--- src/rtl/pipeline_trace_buffer_pkg.sv ---
// Shared encodings and entry sizing for the pipeline PC trace buffer.
package pipeline_trace_buffer_pkg;

  typedef enum logic [1:0] {
    MODE_FREE     = 2'd0,
    MODE_STOPFULL = 2'd1,
    MODE_TRIG     = 2'd2,
    MODE_RSVD     = 2'd3
  } mode_e;

  typedef enum logic [2:0] {
    ST_IDLE = 3'd0,
    ST_RUN  = 3'd1,
    ST_PRE  = 3'd2,
    ST_POST = 3'd3,
    ST_DONE = 3'd4
  } state_e;

  // One stored entry: {stamp, vld[N-1:0], tag[N-1]..tag[0]}
  function automatic int unsigned entry_w(input int unsigned num_stages,
                                          input int unsigned tag_width,
                                          input int unsigned stamp_width);
    return stamp_width + num_stages * (1 + tag_width);
  endfunction

endpackage

--- src/rtl/pipeline_trace_buffer_trace_ram.sv ---
// Trace storage: one write port, one registered read port; array is not reset.
module pipeline_trace_buffer_trace_ram #(
  parameter int unsigned DEPTH = 16,
  parameter int unsigned WIDTH = 41,
  parameter int unsigned AW    = $clog2(DEPTH)
) (
  input  logic             clk,
  input  logic             rst,
  input  logic             we,
  input  logic [AW-1:0]    waddr,
  input  logic [WIDTH-1:0] wdata,
  input  logic             re,
  input  logic [AW-1:0]    raddr,
  output logic [WIDTH-1:0] rdata
);

  logic [WIDTH-1:0] mem_q [DEPTH];
  logic [WIDTH-1:0] rdata_q, rdata_d;

  always_comb begin
    rdata_d = rdata_q;
    if (re) rdata_d = mem_q[raddr];
  end

  // Read-before-write: a same-address write this cycle is not seen by the read.
  always_ff @(posedge clk) begin
    if (we) mem_q[waddr] <= wdata;
  end

  always_ff @(posedge clk) begin
    if (!rst) rdata_q <= '0;
    else      rdata_q <= rdata_d;
  end

  assign rdata = rdata_q;

endmodule

--- src/rtl/pipeline_trace_buffer.sv ---
// Per-stage PC trace capture into a circular buffer with free-run,
// stop-on-full and triggered pre/post capture modes.
module pipeline_trace_buffer
  import pipeline_trace_buffer_pkg::*;
#(
  parameter int unsigned NUM_STAGES  = 5,
  parameter int unsigned PC_WIDTH    = 32,
  parameter int unsigned TAG_WIDTH   = 4,
  parameter int unsigned DEPTH       = 16,
  parameter int unsigned STAMP_WIDTH = 16,
  parameter int unsigned POST_TRIG   = 8
) (
  input  logic                                                   clk,
  input  logic                                                   rst,
  input  logic [NUM_STAGES*PC_WIDTH-1:0]                         stage_pc,
  input  logic [NUM_STAGES-1:0]                                  stage_vld,
  input  logic [1:0]                                             mode,
  input  logic                                                   start,
  input  logic                                                   stop,
  input  logic [PC_WIDTH-1:0]                                    trig_pc,
  input  logic                                                   rd_en,
  output logic [entry_w(NUM_STAGES, TAG_WIDTH, STAMP_WIDTH)-1:0] rd_data,
  output logic                                                   rd_valid,
  output logic [$clog2(DEPTH):0]                                 count,
  output logic                                                   overflow,
  output logic                                                   triggered,
  output logic                                                   done
);

  localparam int unsigned AW = $clog2(DEPTH);
  localparam int unsigned CW = AW + 1;
  localparam int unsigned SW = NUM_STAGES * (1 + TAG_WIDTH);
  localparam int unsigned EW = entry_w(NUM_STAGES, TAG_WIDTH, STAMP_WIDTH);

  state_e                  state_q, state_d;
  mode_e                   mode_q, mode_d;
  logic [AW-1:0]           wr_ptr_q, wr_ptr_d, rd_ptr_q, rd_ptr_d;
  logic [AW-1:0]           post_cnt_q, post_cnt_d;
  logic [CW-1:0]           count_q, count_d;
  logic [STAMP_WIDTH-1:0]  stamp_q, stamp_d;
  logic [SW-1:0]           last_s_q, last_s_d;
  logic                    first_q, first_d, fill_done_q, fill_done_d;
  logic                    overflow_q, overflow_d, triggered_q, triggered_d;
  logic                    done_q, done_d, rd_valid_q, rd_valid_d;

  logic [NUM_STAGES*TAG_WIDTH-1:0] tags_c;
  logic [SW-1:0]                   sample_c;
  logic capturing_c, cand_c, trig_hit_c, full_c, push_c, pop_c;
  logic unused_pc_c;

  always_comb begin
    tags_c = '0;
    for (int unsigned i = 0; i < NUM_STAGES; i++)
      tags_c[i*TAG_WIDTH +: TAG_WIDTH] = stage_pc[i*PC_WIDTH +: TAG_WIDTH];
    sample_c = {stage_vld, tags_c};
  end

  assign unused_pc_c = ^stage_pc;

  // After a stop-on-full completion, later candidates still count as drops.
  assign capturing_c = (state_q == ST_RUN) || (state_q == ST_PRE) || (state_q == ST_POST) ||
                       ((state_q == ST_DONE) && fill_done_q);
  assign cand_c      = capturing_c && (|stage_vld) && (first_q || (sample_c != last_s_q));
  assign trig_hit_c  = (state_q == ST_PRE) && stage_vld[0] && (stage_pc[PC_WIDTH-1:0] == trig_pc);
  assign full_c      = (count_q == CW'(DEPTH));

  always_comb begin
    state_d     = state_q;
    mode_d      = mode_q;
    wr_ptr_d    = wr_ptr_q;
    rd_ptr_d    = rd_ptr_q;
    post_cnt_d  = post_cnt_q;
    count_d     = count_q;
    stamp_d     = stamp_q + STAMP_WIDTH'(1);
    last_s_d    = last_s_q;
    first_d     = first_q;
    fill_done_d = fill_done_q;
    overflow_d  = overflow_q;
    triggered_d = triggered_q;
    done_d      = done_q;
    rd_valid_d  = 1'b0;
    push_c      = 1'b0;
    pop_c       = 1'b0;

    if (start) begin
      mode_d      = (mode == 2'd3) ? MODE_FREE : mode_e'(mode);
      state_d     = (mode_d == MODE_TRIG) ? ST_PRE : ST_RUN;
      wr_ptr_d    = '0;
      rd_ptr_d    = '0;
      count_d     = '0;
      post_cnt_d  = '0;
      first_d     = 1'b1;
      fill_done_d = 1'b0;
      overflow_d  = 1'b0;
      triggered_d = 1'b0;
      done_d      = 1'b0;
    end else begin
      pop_c = rd_en && (count_q != '0);

      unique case (state_q)
        ST_RUN: begin
          if (cand_c) begin
            if ((mode_q == MODE_STOPFULL) && full_c && !pop_c) overflow_d = 1'b1;
            else                                               push_c     = 1'b1;
          end
        end
        ST_PRE:  push_c = trig_hit_c || cand_c;
        ST_POST: push_c = cand_c;
        ST_DONE: if (cand_c) overflow_d = 1'b1;
        default: ;
      endcase

      // A push into a full buffer with no pop evicts the oldest entry.
      if (push_c) begin
        wr_ptr_d = wr_ptr_q + AW'(1);
        last_s_d = sample_c;
        first_d  = 1'b0;
        if (full_c && !pop_c) begin
          rd_ptr_d   = rd_ptr_q + AW'(1);
          overflow_d = 1'b1;
        end
      end
      if (pop_c) begin
        rd_ptr_d   = rd_ptr_q + AW'(1);
        rd_valid_d = 1'b1;
      end
      if (push_c && !pop_c && !full_c) count_d = count_q + CW'(1);
      else if (pop_c && !push_c)       count_d = count_q - CW'(1);

      unique case (state_q)
        ST_RUN: begin
          if (stop) begin
            state_d = ST_DONE;
            done_d  = 1'b1;
          end else if ((mode_q == MODE_STOPFULL) && (count_d == CW'(DEPTH))) begin
            state_d     = ST_DONE;
            done_d      = 1'b1;
            fill_done_d = 1'b1;
          end
        end
        ST_PRE: begin
          if (trig_hit_c) begin
            triggered_d = 1'b1;
            post_cnt_d  = '0;
            state_d     = ST_POST;
          end
          if (stop) begin
            state_d = ST_DONE;
            done_d  = 1'b1;
          end
        end
        ST_POST: begin
          if (push_c) begin
            post_cnt_d = post_cnt_q + AW'(1);
            if (post_cnt_q == AW'(POST_TRIG - 1)) begin
              state_d = ST_DONE;
              done_d  = 1'b1;
            end
          end
          if (stop) begin
            state_d = ST_DONE;
            done_d  = 1'b1;
          end
        end
        default: ;
      endcase
    end
  end

  always_ff @(posedge clk) begin
    if (!rst) begin
      state_q     <= ST_IDLE;
      mode_q      <= MODE_FREE;
      wr_ptr_q    <= '0;
      rd_ptr_q    <= '0;
      post_cnt_q  <= '0;
      count_q     <= '0;
      stamp_q     <= '0;
      last_s_q    <= '0;
      first_q     <= 1'b0;
      fill_done_q <= 1'b0;
      overflow_q  <= 1'b0;
      triggered_q <= 1'b0;
      done_q      <= 1'b0;
      rd_valid_q  <= 1'b0;
    end else begin
      state_q     <= state_d;
      mode_q      <= mode_d;
      wr_ptr_q    <= wr_ptr_d;
      rd_ptr_q    <= rd_ptr_d;
      post_cnt_q  <= post_cnt_d;
      count_q     <= count_d;
      stamp_q     <= stamp_d;
      last_s_q    <= last_s_d;
      first_q     <= first_d;
      fill_done_q <= fill_done_d;
      overflow_q  <= overflow_d;
      triggered_q <= triggered_d;
      done_q      <= done_d;
      rd_valid_q  <= rd_valid_d;
    end
  end

  pipeline_trace_buffer_trace_ram #(
    .DEPTH (DEPTH),
    .WIDTH (EW),
    .AW    (AW)
  ) u_trace_ram (
    .clk   (clk),
    .rst   (rst),
    .we    (push_c),
    .waddr (wr_ptr_q),
    .wdata ({stamp_q, sample_c}),
    .re    (pop_c),
    .raddr (rd_ptr_q),
    .rdata (rd_data)
  );

  assign rd_valid  = rd_valid_q;
  assign count     = count_q;
  assign overflow  = overflow_q;
  assign triggered = triggered_q;
  assign done      = done_q;

endmodule

--- config.mk ---
export PLATFORM = sky130hd
export DESIGN_NAME = pipeline_trace_buffer
export DESIGN_NICKNAME = d
export VERILOG_FILES = /design/src/rtl/pipeline_trace_buffer_pkg.sv /design/src/rtl/pipeline_trace_buffer_trace_ram.sv /design/src/rtl/pipeline_trace_buffer.sv
export SDC_FILE = /design/constraint.sdc
export NUM_CORES = 1
export LEC_CHECK = 0
export BUFFER_PORTS_ARGS = -buffer_cell sky130_fd_sc_hd__buf_2
export CAP_MARGIN = 10
export CORE_MARGIN = 10
export CORE_UTILIZATION = 54
export CTS_CLUSTER_DIAMETER = 100
export DETAILED_ROUTE_END_ITERATION = 16
export PLACE_DENSITY = 0.85
export SYNTH_ARGS = -nofsm -noshare
export SYNTH_HDL_FRONTEND = slang
export SYNTH_HIERARCHICAL = 1
export SYNTH_SLANG_ARGS = --single-unit
--- constraint.sdc ---
create_clock -name clk -period 6.65 [get_ports clk]
set_input_delay 0.9975 -clock clk [delete_from_list [all_inputs] [get_ports clk]]
set_output_delay 0.9975 -clock clk [all_outputs]
set_load 0.05 [all_outputs]
==> flow_metrics.env <==
export IMPL_insertion_delay_ns=0.62
export IMPL_portBuffers=141
export IMPL_worstPathCellList="buf_2 > xor2_1 > nor4_1 > nand3_1 > nor4_1 > buf_4 > a21oi_4 > or2_1 > inv_2 > buf_4 > or3b_1 > nor2_4 > buf_4"
export IMPL_cts_buffers=72
export IMPL_yosys_area_top_type_share_pct=64.7
export IMPL_hp_class="flop to flop"
export IMPL_io_pins=254
export IMPL_wl_per_cell_microns=23.9
export IMPL_holdBufCountCts=0
export IMPL_async_flop_share_pct=0
export IMPL_grt_ovfl_total=0
export IMPL_postCtsSetupRepairBufs=0
export IMPL_avgSynthCellArea_sq_um=15.3
export IMPL_hold_viol=0
export IMPL_endpoint_kind="flop"
export IMPL_fin_crit_sh_pct=75.8
export IMPL_via_per_inst=6.08
export IMPL_root_buffer="clkbuf_16"
export IMPL_nNetsFinal=2343
export IMPL_path_delay_family="simple AND/OR/NAND/NOR gates"
export IMPL_total_power_mw=9.63
export IMPL_outcome="finished clean"
export IMPL_path_buf_inv=5
export IMPL_start_util_pct=54.9
export IMPL_vias=17900
export IMPL_grt_pass1_wl_mm=106
export IMPL_slowest_delay_ns=0.63
export IMPL_slew_viol_final=0
export IMPL_ctsResizeCount=0
export IMPL_antenna_cells=0
export IMPL_setup_viol=0
export IMPL_peakVddDrop_uv=220
export IMPL_fillerInstances=3872
export IMPL_syn_nets=2201
export IMPL_grt_start_max_net_pins=125
export IMPL_syn_area_sq_mm=0.0305
export IMPL_drt_first_pass_iters=6
export IMPL_synth_ff_type="edfxtp_1"
export IMPL_design_area_sq_mm=0.0341
export IMPL_ys_types=57
export IMPL_yosys_top_cells_area="edfxtp_1, mux2i_1, dfxtp_1"
export IMPL_fmax_mhz=198
export IMPL_cp_slowest_cell="or2_1"
export IMPL_slew_headroom_pct=31.5
export IMPL_rows=86
export IMPL_critPathArrivalTime_ns=5.28
export IMPL_p_per_area_mw_per_mm2=282
export IMPL_path_max_fanout=29
export IMPL_final_common_cell="edfxtp_1"
export IMPL_drc=0
export IMPL_synthToLayoutAreaGrowth_pct=12.0
export IMPL_place_gp_congestion=0.794
export IMPL_track_usage_pct=20.6
export IMPL_cts_max_path_buffers=3
export IMPL_die_h_microns=258
export IMPL_synth_area_leader_cell="edfxtp_1"
export IMPL_cts_tree="built"
export IMPL_drive_above_1_share_pct=14.1
export IMPL_worstPathRequired_ns=6.89
export IMPL_synth_cells=1990
export IMPL_hpwlAfterDp_mm=36.3
export IMPL_final_antenna_net_count=0
export IMPL_rsz0062_at_grt="false"
export IMPL_die_w_microns=258
export IMPL_cp_start_kind="primary input"
export IMPL_fin_crit_ns=5.04
export IMPL_drtIter0Drc=1781
export IMPL_grt_pass1_vias=18500
export IMPL_antenna_found_initial=0
export IMPL_clock_sinks=766
export IMPL_r2r_setup_slack_ns=1.80
export IMPL_fp_coreArea_sq_mm=0.0555
export IMPL_drt_wl_total_mm=70.3
export IMPL_synth_edff_count=656
export IMPL_dpl_instance_area_sq_mm=0.0318
export IMPL_die_area_sq_mm=0.0663
export IMPL_ys_seq_elements=766
export IMPL_tns_ns=0
export IMPL_yosys_warnings=6
export IMPL_ctsHtreeMaxLevel=3
export IMPL_critical_path_class="primary input to flop"
export IMPL_synth_seq_area_share_pct=71.9
export IMPL_p_leak_nw=11.0
export IMPL_tightest_slew_ns=1.02
export IMPL_maxCapViolations=0
export IMPL_clock_skew_ns=0.0259
export IMPL_mostFrequentLayoutCells="edfxtp_1, mux2i_1, nand2_1, buf_2, nand3_1"
export IMPL_clkTransAtPathRegs_ns=0.06
export IMPL_cp_common_cell="buf_4"
==> Yosys cell counts, drive strengths merged (2+ instances only) <==
master,n
nand3b,6
edfxtp,656
o21ai,11
o21a,2
and2,14
nand2,197
a21boi,32
xor2,58
nor4,14
buf,66
or2,3
nand2b,10
nor2b,9
a21oi,94
nor2,37
nor3,10
clkbuf,36
mux2i,334
or4,2
dfxtp,110
and3,3
a22oi,84
ha,7
or4b,2
nand3,136
a31oi,2
nand4,6
inv,9
or3b,2
xnor2,16
or3,10
==> worst min-delay path, delay by kind of cell, from the launching register on <==
kind	cells	cell delay [ns]
flops	1	0.32
simple gates	2	0.10
==> path summary, 6_finish.rpt <==
path                                                          from                                 end  cells after the start
worst max-delay path                                   trig_pc[21]  u_trace_ram/mem_q[1][33]$_DFFE_PP_                     13
worst min-delay path            u_trace_ram/rdata[22]$_SDFFE_PN0P_  u_trace_ram/rdata[22]$_SDFFE_PN0P_                      2
worst max register to register                 count[0]$_SDFF_PP0_  u_trace_ram/mem_q[1][33]$_DFFE_PP_                     13
worst min register to register  u_trace_ram/rdata[22]$_SDFFE_PN0P_  u_trace_ram/rdata[22]$_SDFFE_PN0P_                      2
==> stage by stage <==
step,setup slack (ns),hold WS [ns],utilization [%],instances
floorplan,0.0686,0.440,-,1990
global route,1.35,0.480,61.4,2939
CTS,1.70,0.455,61.4,2939
global placement,1.07,0.439,57.2,2806
detailed placement,1.09,0.439,57.2,2806
finish,1.61,0.450,61.4,2939
==> power by group <==
group          switching (mW)  internal, mW  total [mW]
Clock                    1.74          2.28        4.02
Sequential             0.0343          5.23        5.27
Combinational           0.242         0.100       0.342
Total                    2.02          7.61        9.63
==> cells by family (layout without fill, tap and decap cells) <==
family / after synthesis / count (layout) / synth area share [%]
AO/OA/AOI/OAI: 235 / 235 / 5.03
XOR/XNOR: 74 / 74 / 2.13
adder cells (fa/ha/maj): 7 / 7 / 0.288
buffers and inverters: 111 / 312 / 2.55
flip-flops: 766 / 766 / 71.9
multiplexers: 334 / 334 / 11.0
AND/OR/NAND/NOR: 463 / 463 / 7.13
==> metal layers <==
layer	global-route usage, %	vias to the layer above	part of all wire, %
met5	0	-	0
met4	7.61	0	2.7
met3	3.99	149	9.4
met2	34.9	1002	50
met1	26.0	8907	38
li1	-	7822	-
==> sequential cells by signal, summed over array words and instances, names as in the netlist, 2 cells and up <==
| signal | count |
|---|---|
| last_s_q | 25 |
| mode_q | 2 |
| u_trace_ram/rdata | 41 |
| u_trace_ram/mem_q | 656 |
| rd_ptr_q | 4 |
| post_cnt_q | 4 |
| state_q | 3 |
| count | 5 |
| stamp_q | 16 |
| wr_ptr_q | 4 |
==> layout make-up <==
| cell class | count | area [sq um] | area share (%) |
|---|---|---|---|
| multi-input cells | 1113 | 7930 | 23.3 |
| well taps | 748 | 936 | 2.74 |
| flip-flops and latches | 766 | 21900 | 64.2 |
| repair buffers | 170 | 961 | 2.82 |
| clock buffers | 96 | 1980 | 5.82 |
| clock inverters | 37 | 350 | 1.03 |
| inverters | 9 | 33.8 | 0.0991 |
Power figures use the tool's default switching activity.
